**src/rtl/mem_arb_pkg.sv**
```systemverilog
// Shared types and sizes for the d16 memory arbiter.
package mem_arb_pkg;

  localparam int unsigned MEM_WORDS_DEFAULT = 64;
  localparam int unsigned ADDR_W            = 16;
  localparam int unsigned DATA_W            = 16;

  typedef enum logic {
    IDLE = 1'b0,
    RESP = 1'b1
  } state_t;

  typedef enum logic {
    FETCH = 1'b0,
    DATA  = 1'b1
  } owner_t;

  // One requester's view of a memory access
  typedef struct packed {
    logic              we;
    logic              byte_enable;
    logic              byte_select;
    logic [ADDR_W-1:0] addr;
    logic [DATA_W-1:0] wdata;
  } mem_req_t;

endpackage

```
**src/rtl/rr_arb2.sv**
```systemverilog
// Two-request round-robin grant; the grant index is updated into last_grant on i_update.
module rr_arb2 (
  input  logic       clk,
  input  logic       rst,
  input  logic [1:0] i_req,
  input  logic       i_update,
  output logic       o_grant_c
);

  logic r_last_grant;
  logic w_grant;

  // Lone requester wins; on contention the port not granted last time wins
  always_comb begin
    w_grant = r_last_grant;
    case (i_req)
      2'b01:   w_grant = 1'b0;
      2'b10:   w_grant = 1'b1;
      2'b11:   w_grant = ~r_last_grant;
      default: w_grant = r_last_grant;
    endcase
  end

  always_ff @(posedge clk or posedge rst) begin
    if (rst) begin
      r_last_grant <= 1'b0;
    end else if (i_update) begin
      r_last_grant <= w_grant;
    end
  end

  assign o_grant_c = w_grant;

endmodule

```
**src/rtl/mem_arbiter.sv**
```systemverilog
// Shares the single-ported mem block between instruction fetch and load/store:
// one issue cycle, then a response cycle that waits out mem_wait.
module mem_arbiter
  import mem_arb_pkg::*;
#(
  parameter int unsigned MEM_WORDS = MEM_WORDS_DEFAULT
) (
  input  logic              clk,
  input  logic              rst,
  input  logic              if_req,
  input  logic [ADDR_W-1:0] if_addr,
  output logic              if_ack,
  output logic [DATA_W-1:0] if_rdata,
  input  logic              d_req,
  input  logic              d_we,
  input  logic              d_byte_enable,
  input  logic              d_byte_select,
  input  logic [ADDR_W-1:0] d_addr,
  input  logic [DATA_W-1:0] d_wdata,
  output logic              d_ack,
  output logic [DATA_W-1:0] d_rdata,
  output logic              d_err,
  output logic              mem_en,
  output logic              mem_we,
  output logic              mem_byte_enable,
  output logic              mem_byte_select,
  output logic [ADDR_W-1:0] mem_addr,
  output logic [DATA_W-1:0] mem_wdata,
  input  logic [DATA_W-1:0] mem_rdata,
  input  logic              mem_wait
);

  state_t   r_state;
  state_t   w_next;
  owner_t   r_owner;
  logic     r_oor;
  logic     w_grant;
  logic     w_update;
  owner_t   w_sel;
  mem_req_t w_if_bus;
  mem_req_t w_d_bus;
  mem_req_t w_sel_bus;
  logic     w_sel_oor;

  assign w_update = (r_state == IDLE) && !rst && (if_req || d_req);

  rr_arb2 u_rr_arb2 (
    .clk       (clk),
    .rst       (rst),
    .i_req     ({d_req, if_req}),
    .i_update  (w_update),
    .o_grant_c (w_grant)
  );

  // Fetch is always a word read; the selected port is the fresh winner in IDLE, the owner in RESP
  always_comb begin
    w_if_bus  = '{we: 1'b0, byte_enable: 1'b0, byte_select: 1'b0,
                  addr: if_addr, wdata: DATA_W'(0)};
    w_d_bus   = '{we: d_we, byte_enable: d_byte_enable, byte_select: d_byte_select,
                  addr: d_addr, wdata: d_wdata};
    w_sel     = (r_state == IDLE) ? owner_t'(w_grant) : r_owner;
    w_sel_bus = (w_sel == DATA) ? w_d_bus : w_if_bus;
    w_sel_oor = 32'(w_sel_bus.addr) >= MEM_WORDS;
  end

  always_ff @(posedge clk or posedge rst) begin
    if (rst) begin
      r_state <= IDLE;
      r_owner <= FETCH;
      r_oor   <= 1'b0;
    end else begin
      r_state <= w_next;
      if (w_update) begin
        r_owner <= w_sel;
        r_oor   <= w_sel_oor;
      end
    end
  end

  // Byte controls and address stay on the bus in RESP since mem resamples them every edge
  always_comb begin
    w_next          = r_state;
    if_ack          = 1'b0;
    if_rdata        = DATA_W'(0);
    d_ack           = 1'b0;
    d_rdata         = DATA_W'(0);
    d_err           = 1'b0;
    mem_en          = 1'b0;
    mem_we          = 1'b0;
    mem_byte_enable = 1'b0;
    mem_byte_select = 1'b0;
    mem_addr        = ADDR_W'(0);
    mem_wdata       = DATA_W'(0);
    case (r_state)
      IDLE: begin
        if (w_update) begin
          w_next          = RESP;
          mem_en          = !w_sel_oor;
          mem_we          = w_sel_bus.we;
          mem_byte_enable = w_sel_bus.byte_enable;
          mem_byte_select = w_sel_bus.byte_select;
          mem_addr        = w_sel_bus.addr;
          mem_wdata       = w_sel_bus.wdata;
        end
      end
      RESP: begin
        mem_addr        = w_sel_bus.addr;
        mem_byte_enable = w_sel_bus.byte_enable;
        mem_byte_select = w_sel_bus.byte_select;
        if (!mem_wait) begin
          w_next = IDLE;
          if (r_owner == FETCH) begin
            if_ack   = 1'b1;
            if_rdata = r_oor ? DATA_W'(0) : mem_rdata;
          end else begin
            d_ack   = 1'b1;
            d_err   = r_oor;
            d_rdata = (r_oor || d_we) ? DATA_W'(0) : mem_rdata;
          end
        end
      end
      default: w_next = IDLE;
    endcase
  end

endmodule

```
**config.mk**
```make
export PLATFORM = sky130hd
export DESIGN_NAME = mem_arbiter
export DESIGN_NICKNAME = d
export VERILOG_FILES = /design/src/rtl/mem_arb_pkg.sv /design/src/rtl/rr_arb2.sv /design/src/rtl/mem_arbiter.sv
export SDC_FILE = /design/constraint.sdc
export NUM_CORES = 1
export LEC_CHECK = 0
export CAP_MARGIN = 5
export CORE_AREA = 2 2 55 57
export CTS_BUF_LIST = sky130_fd_sc_hd__clkbuf_2
export DETAILED_ROUTE_END_ITERATION = 16
export DIE_AREA = 0 0 57 59
export DONT_BUFFER_PORTS = 1
export GPL_ROUTABILITY_DRIVEN = 0
export GPL_TIMING_DRIVEN = 1
export PLACE_DENSITY = 0.5
export SLEW_MARGIN = 15
export SYNTH_ARGS = -nofsm -noshare
export SYNTH_HDL_FRONTEND = slang
export SYNTH_HIERARCHICAL = 1
export SYNTH_SLANG_ARGS = --single-unit
export TNS_END_PERCENT = 1
```
**constraint.sdc**
```tcl
create_clock -name clk -period 2.4 [get_ports clk]
set_input_delay 0.6 -clock clk [delete_from_list [all_inputs] [get_ports clk]]
set_output_delay 0.6 -clock clk [all_outputs]
set_load 0.01 [all_outputs]
```
==> results of run 1 <==
## worst max-delay path: stages, from the launching register on
cell and delay [ps]:
dfrtp_1 390, mux2i_2 300, mux2i_4 150, nor3_4 370
and2_1 260
## layout by cell type (no fill, tap or decap), drive strengths merged
| cell type | netlist | layout |
|---|---|---|
| a31oi | 1 | 1 |
| and4 | 2 | 2 |
| inv | 4 | 4 |
| and2b | 1 | 1 |
| buf | 9 | 2 |
| mux2i | 2 | 2 |
| and2 | 50 | 50 |
| or2 | 2 | 2 |
| mux2 | 1 | 1 |
| a21o | 1 | 1 |
| nor2 | 3 | 3 |
| clkbuf | 0 | 3 |
| o21ba | 2 | 2 |
| dfrtp | 4 | 4 |
| o21ai | 1 | 1 |
| and3b | 1 | 1 |
| o31ai | 1 | 1 |
| nor4 | 4 | 4 |
| a21oi | 17 | 17 |
| nor3b | 4 | 4 |
| nand2 | 34 | 34 |
| nor3 | 1 | 1 |
## metrics by stage
step                TNS [ps]  cell area [um2]  util (%)
floorplan                  0              945         -
global placement           0              927      34.2
detailed placement         0              927      34.2
CTS                        0              942      34.8
global route            -386              951      35.1
finish                     0              951      35.1
## worst max-delay path by stage
stage / startpoint / slack [ps] / to / depth (start not counted)
after floorplan: d_req / 200 / mem_byte_enable / 6
after global placement: d_req / 140 / mem_en / 5
after detailed placement: d_req / 60 / mem_en / 5
after CTS: u_rr_arb2/r_last_grant / 0.6 / mem_en / 4
after global routing: u_rr_arb2/r_last_grant / -30 / mem_wdata[10] / 4
final: u_rr_arb2/r_last_grant / 110 / mem_wdata[10] / 4
## report_power, final
| group | total (mW) | switching (mW) | internal, mW |
|---|---|---|---|
| clock | 0.0627 | 0.0291 | 0.0336 |
| combinational | 0.365 | 0.236 | 0.129 |
| sequential | 0.118 | 0.0305 | 0.0875 |
## routing by layer
layer	vias to the layer above	share of wire, %
met5	-	0
met4	0	0.56
met3	2	10
met2	79	51
met1	419	38
li1	467	-
## cells by family (layout without fill, tap and decap cells)
kind of cell / Yosys count / after routing / share of synthesized area [%]
AO/OA/AOI/OAI: 23 / 23 / 13.9
buffers and inverters: 13 / 9 / 9.14
AND/OR/NAND/NOR: 102 / 102 / 61.7
flip-flops: 4 / 4 / 10.6
multiplexers: 3 / 3 / 4.64
## sequential cells by signal (all words and copies together) (netlist names)
name	flops
r_state	1
r_oor	1
r_owner	1
u_rr_arb2/r_last_grant	1
## cell type report
cell class | count | area (um2) | share of cell area [%]
multi-input cells | 128 | 766 | 80.5
flip-flops and latches | 4 | 101 | 10.7
inverters | 4 | 15.0 | 1.58
well taps | 31 | 38.8 | 4.08
clock buffers | 3 | 15.0 | 1.58
repair buffers | 2 | 15.0 | 1.58
==> run metrics, run 1 <==
status=finished, final reports clean; Seq/Total Area, Yosys=10.6%; Crit Path Category=flip-flop to output port; dpl cells=169; Arrival @ worst endpoint=1690 ps; RSZ-0062 raised after global routing=yes; # fillers=294; Die Y=59 um; # DRC=0; Area Overhead vs Synth=0.662%; Lkg Pwr=0.428 nW; largest area contributor in the netlist=and2_1; first-pass GRT wire length=3.55 mm; Mapped Area=945 um2; MaxCap Viol Count=0; Slew HR=70.6%; average cell area after synthesis=6.51 um2; drt wl/cell=15.5 um; ant diodes=0; ys flop type=dfrtp_1; layout net count=215; Max FO, Critical Path=18; Setup Slack @ Placement=61.0 ps; Final Hold Viols=0; vias in the first global route=839; worst hold slack=108 ps; Total Power=0.546 mW; die area=3360 um2; pwr dens=574 nW/um2; Non-Filler Instances=172; async set-reset flop share out of synthesis=100%; Post-synth EDFFs=0; GR peak layer=met2; cts hold-fix bufs=0; overall routed net length=2.66 mm; CTS Root Cell=clkbuf_2; # rows=19; reg-to-reg critical path startpoint=u_rr_arb2/r_last_grant; Detail Route Antenna Nets=0; top post-synthesis cells by area=and2_1 33%, nand2_1 14%, dfrtp_1 11%; I/O pins=143; TritonCTS clock tree=done; Min-Delay Path Class=primary input to asynchronous set/reset pin; die width=57 um; VDD IR-drop max=348 uV; count leader, synth=and2_1; Max Slew Vio Count=0; PortBufs=0; Clock H-tree levels=1; startpoint types=flip-flop; Max Fclk=0.436 GHz; post-synth top area share=33.1%; GR Layer Usage met1=14.4%; reg2reg end=r_oor; via count=967; global-route met3 utilization=1.31%; Clock Tree Buf Depth=2; latest clock arrival within the worst-skew pair=210 ps; overflow left after global routing=0; Post-Syn Nets=217; dpl hpwl=2.27 mm; Distinct cells, synth=26; routing usage on met2=25.9%; clock period minus worst slack=2290 ps; Vias/cell=5.62; Syn Inst Count=145; Req. time, crit path=1800 ps; global-route usage over all layers=13.1%; largest net degree at the start of global routing=19; Post-Route Skew=3.89 ps; core area=2710 um2; Tcrit/Tclk final=95.5%; Post-CTS Resized=0; setup bufs post-CTS=0; share of layout cells above drive strength 1=9.93%; Initial Util=34.9%; post-route setup slack=108 ps; initial antenna violation count=0; R2R Setup Slk=940 ps; Warnings, synthesis=6; CP Capture Type=output port; CTS sink cnt=4; CTS Buf Count=3; R2R depth=4; DRT iter0 DRCs=26; final setup fails=0; Reg clk slew, reported paths=50 ps; Post-synth top cells=50 x and2_1, 34 x nand2_1, 17 x a21oi_1; #FFs+latches synth=4; worst-margin pin slew=440 ps; drt pass-1 iters=4
No activity file was read; power rests on OpenSTA's default activity.
==> run 2, diff against run 1 <==
--- a/config.mk
+++ b/config.mk
@@ -5,15 +5,16 @@
 export SDC_FILE = /design/constraint.sdc
 export NUM_CORES = 1
 export LEC_CHECK = 0
+export ABC_CLOCK_PERIOD_IN_PS = 2400
 export CAP_MARGIN = 5
-export CORE_AREA = 2 2 55 57
+export CORE_AREA = 8 8 49 51
 export CTS_BUF_LIST = sky130_fd_sc_hd__clkbuf_2
 export DETAILED_ROUTE_END_ITERATION = 16
 export DIE_AREA = 0 0 57 59
 export DONT_BUFFER_PORTS = 1
 export GPL_ROUTABILITY_DRIVEN = 0
 export GPL_TIMING_DRIVEN = 1
-export PLACE_DENSITY = 0.5
+export PLACE_DENSITY = 0.75
 export SLEW_MARGIN = 15
 export SYNTH_ARGS = -nofsm -noshare
 export SYNTH_HDL_FRONTEND = slang
==> run 2 against run 1 <==
Effect of this change:
- final area is 2.6% higher
- worst hold slack improved by 10 ps
- power is 6.1% higher
- utilization rose by 24 points
- sequential share of layout area shrank 0.27 points
- clock skew decreased by 2.3 ps
- count of clock-buffer cells in the layout unchanged
- non-clock buffer count increased by 1
- final cell count shrank 7.0%
- wire length up 32%
- sequential power grew 7%
- critical path depth increased by 1
- highest routed layer is now met3
==> run metrics, run 2 (synthesized netlist as in run 1, its figures left out) <==
clock period minus worst slack=2310 ps; Setup Slack @ Placement=36.1 ps; Met3 Routed Length=516 um; most frequent cells in the layout=50 x and2_1, 34 x nand2_1, 17 x a21oi_1; MaxCap Viol Count=0; vias in the first global route=978; Worst Setup SP=u_rr_arb2/r_last_grant; I/O pins=143; latest clock arrival within the worst-skew pair=200 ps; Slew HR=63.6%; dpl hpwl=3.01 mm; largest net degree at the start of global routing=21; Area Overhead vs Synth=3.31%; most common cell after layout, fill and taps aside=and2_1; highest routed layer=met3; reg-to-reg critical path startpoint=u_rr_arb2/r_last_grant; CTS Buf Count=3; Die Y=59 um; VDD IR-drop max=412 uV; pwr dens=593 nW/um2; Non-Filler Instances=160; drt pass-1 iters=4; global-route usage over all layers=16.5%; Clock H-tree levels=1; drt wl/cell=21.9 um; Vias/cell=6.21; # rows=15; M1 wire length=1.02 mm; post-route setup slack=86.4 ps; RSZ-0062 raised after global routing=no; WL met2=1.97 mm; worst hold slack=118 ps; TritonCTS clock tree=done; Final Hold Viols=0; worst-margin pin slew=535 ps; layout net count=217; Crit Path Category=flip-flop to output port; initial antenna violation count=0; setup tns final=0 ps; Detail Route Antenna Nets=0; Lkg Pwr=0.443 nW; PortBufs=0; Clock Tree Buf Depth=2; ant diodes=0; DRT iter0 DRCs=34; Post-Route Skew=1.61 ps; dpl cells=155; core area=1650 um2; Max Fclk=0.432 GHz; die area=3360 um2; CTS sink cnt=4; first-pass GRT wire length=4.77 mm; Arrival @ worst endpoint=1710 ps; die width=57 um; overflow left after global routing=0; Total Power=0.579 mW; Max Slew Vio Count=0; Tcrit/Tclk final=96.4%; overall routed net length=3.50 mm; Min-Delay Path Class=primary input to asynchronous set/reset pin; Max FO, Critical Path=18; # DRC=0; Req. time, crit path=1800 ps; CTS Root Cell=clkbuf_2; startpoint types=flip-flop; Reg clk slew, reported paths=50 ps; final setup fails=0; via count=993; status=finished, final reports clean; Initial Util=57.2%; share of layout cells above drive strength 1=11.2%; CP Capture Type=output port
==> run 2: changes by cell type in the layout (fill, tap and decap cells not counted), sizes merged <==
cell / delta
buf: +1
mux2i: +1
==> run 2: report_power, final <==
part | switching [mW] | internal [mW]
Sequential | 0.0388 | 0.0873
Combinational | 0.247 | 0.143
Clock | 0.0282 | 0.0337
Total | 0.314 | 0.264
==> run 2: cell type report <==
cell class              count  area [um2]
flip-flops and latches      4         101
fillers                   143         676
well taps                  17        21.3
repair buffers              3        35.0
inverters                   4        15.0
clock buffers               3        15.0
multi-input cells         129         788
==> run 2: stage by stage <==
| step | area [um2] | utilization (%) |
|---|---|---|
| 5_1_grt | 976 | 59.1 |
| 6_report | 976 | 59.1 |
| 4_1_cts | 946 | 57.3 |
| 3_5_place_dp | 910 | 55.1 |
| 2_1_floorplan | 945 | - |
| 3_3_place_gp | 910 | 55.1 |
==> run 2: worst paths after layout <==
kind / end / slack [ps] / depth (start not counted)
setup / recovery: mem_wdata[5] / 90 / 5
hold / removal: u_rr_arb2/r_last_grant / 120 / 1
setup reg to reg: r_oor / 900 / 4
hold reg to reg: u_rr_arb2/r_last_grant / 570 / 1
max in group asynchronous: r_state / 2110 / 1
min in group clk: u_rr_arb2/r_last_grant / 510 / 1
==> run 2: worst max-delay path: stages, from the launching register on <==
cell and delay [ps]:
dfrtp_1 420, mux2i_4 330, mux2i_4 170, nor3_4 250, buf_12 150, and2_1 190
==> run 2: timing repair <==
item | 4_1_cts | 5_1_grt
pin swaps | 1 | 0
hold buffers | 0 | 0
gates resized for setup | 1 | 3
endpoints found under the hold margin | 0 | 0
setup endpoints to repair | 18 | 31
setup buffers | 1 | 0
cloned | 0 | 1
==> run 2: per-layer routing <==
metal,global-route usage [%],up-vias
met5,0,-
met4,2.01,0
li1,-,469
met2,33.6,70
met1,13.3,454
met3,9.44,0
==> run 3, diff against run 2 <==
--- a/config.mk
+++ b/config.mk
@@ -5,7 +5,7 @@
 export SDC_FILE = /design/constraint.sdc
 export NUM_CORES = 1
 export LEC_CHECK = 0
-export ABC_CLOCK_PERIOD_IN_PS = 2400
+export ABC_CLOCK_PERIOD_IN_PS = 2900
 export CAP_MARGIN = 5
 export CORE_AREA = 8 8 49 51
 export CTS_BUF_LIST = sky130_fd_sc_hd__clkbuf_2
==> constraint.sdc (replaced) <==
create_clock -name clk -period 2.9 [get_ports clk]
set_input_delay 0.725 -clock clk [delete_from_list [all_inputs] [get_ports clk]]
set_output_delay 0.725 -clock clk [all_outputs]
set_load 0.01 [all_outputs]
==> run 3 against run 2 <==
Effect of this change:
- count of clock-buffer cells in the layout stayed put
- power shrank 25%
- sequential cell count unchanged
- global-route usage is 0.22 points lower
- critical path depth stayed put
- non-clock buffer count fell by 2
- final area decreased by 6.0%
- combinational power fell by 26%
- utilization is 3.6 points lower
- first-iteration DRC count down 68%
- die area stayed put
- sequential share of layout area rose by 0.53 points
==> run metrics, run 3 (synthesized netlist as in run 1, its figures left out) <==
clock period minus worst slack=2610 ps; Vias/cell=6.05; Slew HR=58.8%; Internal=0.195 mW; startpoint types=primary input; Initial Util=57.2%; setup tns final=0 ps; dpl cells=154; RSZ-0062 raised after global routing=no; Crit Path Category=primary input to output port; vias in the first global route=962; Detail Route Antenna Nets=0; core area=1650 um2; clock power share=11.4%; MaxCap Viol Count=0; largest net degree at the start of global routing=21; Min-Delay Path Class=primary input to asynchronous set/reset pin; drt pass-1 iters=4; Max FO, Critical Path=20; # rows=15; Non-Filler Instances=157; Req. time, crit path=2170 ps; PortBufs=0; Max Fclk=0.383 GHz; Setup Slack @ Placement=279 ps; I/O pins=143; highest routed layer=met3; CTS Buf Count=3; M1 wire length=986 um; share of layout cells above drive strength 1=7.86%; share of power burned in registers=21.9%; VDD IR-drop max=333 uV; worst-margin pin slew=605 ps; Post-Route Skew=9.28 ps; WL met2=1.84 mm; die area=3360 um2; ant diodes=0; CTS sink cnt=4; initial antenna violation count=0; Met3 Routed Length=528 um; Clock Tree Buf Depth=2; Tcrit/Tclk final=90.1%; die width=57 um; overflow left after global routing=0; status=finished, final reports clean; Arrival @ worst endpoint=1890 ps; Reg clk slew, reported paths=50 ps; Area Overhead vs Synth=-2.91%; critical path's largest stage delay=400 ps; pwr dens=476 nW/um2; Die Y=59 um; Final Hold Viols=0; first-pass GRT wire length=4.73 mm; Sw Share=55.3%; latest clock arrival within the worst-skew pair=200 ps; # fillers=164; post-route setup slack=288 ps; # DRC=0; cts hold-fix bufs=0; CP Capture Type=output port; combinational share of power=66.6%; overall routed net length=3.35 mm; most common cell after layout, fill and taps aside=and2_1; Sw Pwr=0.242 mW; drt wl/cell=21.4 um; Lkg Pwr=0.423 nW; final setup fails=0; most frequent cells in the layout=50 x and2_1, 34 x nand2_1, 17 x a21oi_1; layout net count=214; CP max-delay cell=nor3_4; via count=950; Post-CTS Resized=0; setup bufs post-CTS=0; TritonCTS clock tree=done; CTS Root Cell=clkbuf_2; Clock H-tree levels=1; Max Slew Vio Count=0; Multi-input gate area=758 um2; critical path cell sequence=inv_1 -> mux2i_1 -> mux2i_4 -> nor3_4 -> and2_1; FF+latch area=100 um2; DRT iter0 DRCs=11; global-route usage over all layers=16.2%
==> run 3: cell types whose count changed in the layout (fill, tap and decap cells not counted), sizes merged <==
cell   previous run  this run
buf               3         1
mux2i             3         2
==> run 3: layout make-up <==
| class | instances | area share (%) |
|---|---|---|
| clock buffers | 3 | 1.64 |
| inverters | 4 | 1.64 |
| multi-input cells | 128 | 82.7 |
| flip-flops and latches | 4 | 10.9 |
| well taps | 17 | 2.32 |
| repair buffers | 1 | 0.819 |
==> run 3: final timing paths <==
| kind | slack (ps) | end | start | depth (start not counted) |
|---|---|---|---|---|
| max in group asynchronous | 2480 | r_state | rst | 1 |
| setup / recovery | 290 | mem_wdata[5] | d_req | 5 |
| hold / removal | 240 | u_rr_arb2/r_last_grant | rst | 1 |
| setup reg to reg | 1300 | r_oor | r_state | 3 |
| hold reg to reg | 510 | u_rr_arb2/r_last_grant | u_rr_arb2/r_last_grant | 1 |
| min in group clk | 510 | u_rr_arb2/r_last_grant | u_rr_arb2/r_last_grant | 1 |
==> run 3: stage by stage <==
step           hold WS (ps)  power [mW]  area [um2]  util, %
2_1_floorplan           454       0.373         945        -
3_3_place_gp            456       0.383         902     54.6
3_5_place_dp            458       0.390         902     54.6
4_1_cts                 232       0.442         917     55.5
5_1_grt                 227       0.477         917     55.5
6_report                241       0.436         917     55.5
==> run 3: power groups by stage <==
| stage | sequential, mW | clock (mW) | combinational, mW |
|---|---|---|---|
| 2_1_floorplan | 0.0882 | 0 | 0.285 |
| 5_1_grt | 0.0989 | 0.0590 | 0.319 |
| 3_3_place_gp | 0.0956 | 0 | 0.287 |
| 4_1_cts | 0.0959 | 0.0523 | 0.294 |
| 6_report | 0.0957 | 0.0499 | 0.291 |
| 3_5_place_dp | 0.0968 | 0 | 0.293 |
==> run 3: worst max-delay path: cells and delay by family <==
kind | cells | cell delay, ps
buffers and inverters | 1 | 20
muxes | 2 | 480
and+or+nand+nor | 2 | 660
==> run 3: per-layer routing <==
| layer | GRT usage [%] | vias to the layer above |
|---|---|---|
| li1 | - | 462 |
| met2 | 32.7 | 65 |
| met5 | 0 | - |
| met4 | 2.68 | 0 |
| met1 | 13.3 | 423 |
| met3 | 9.23 | 0 |
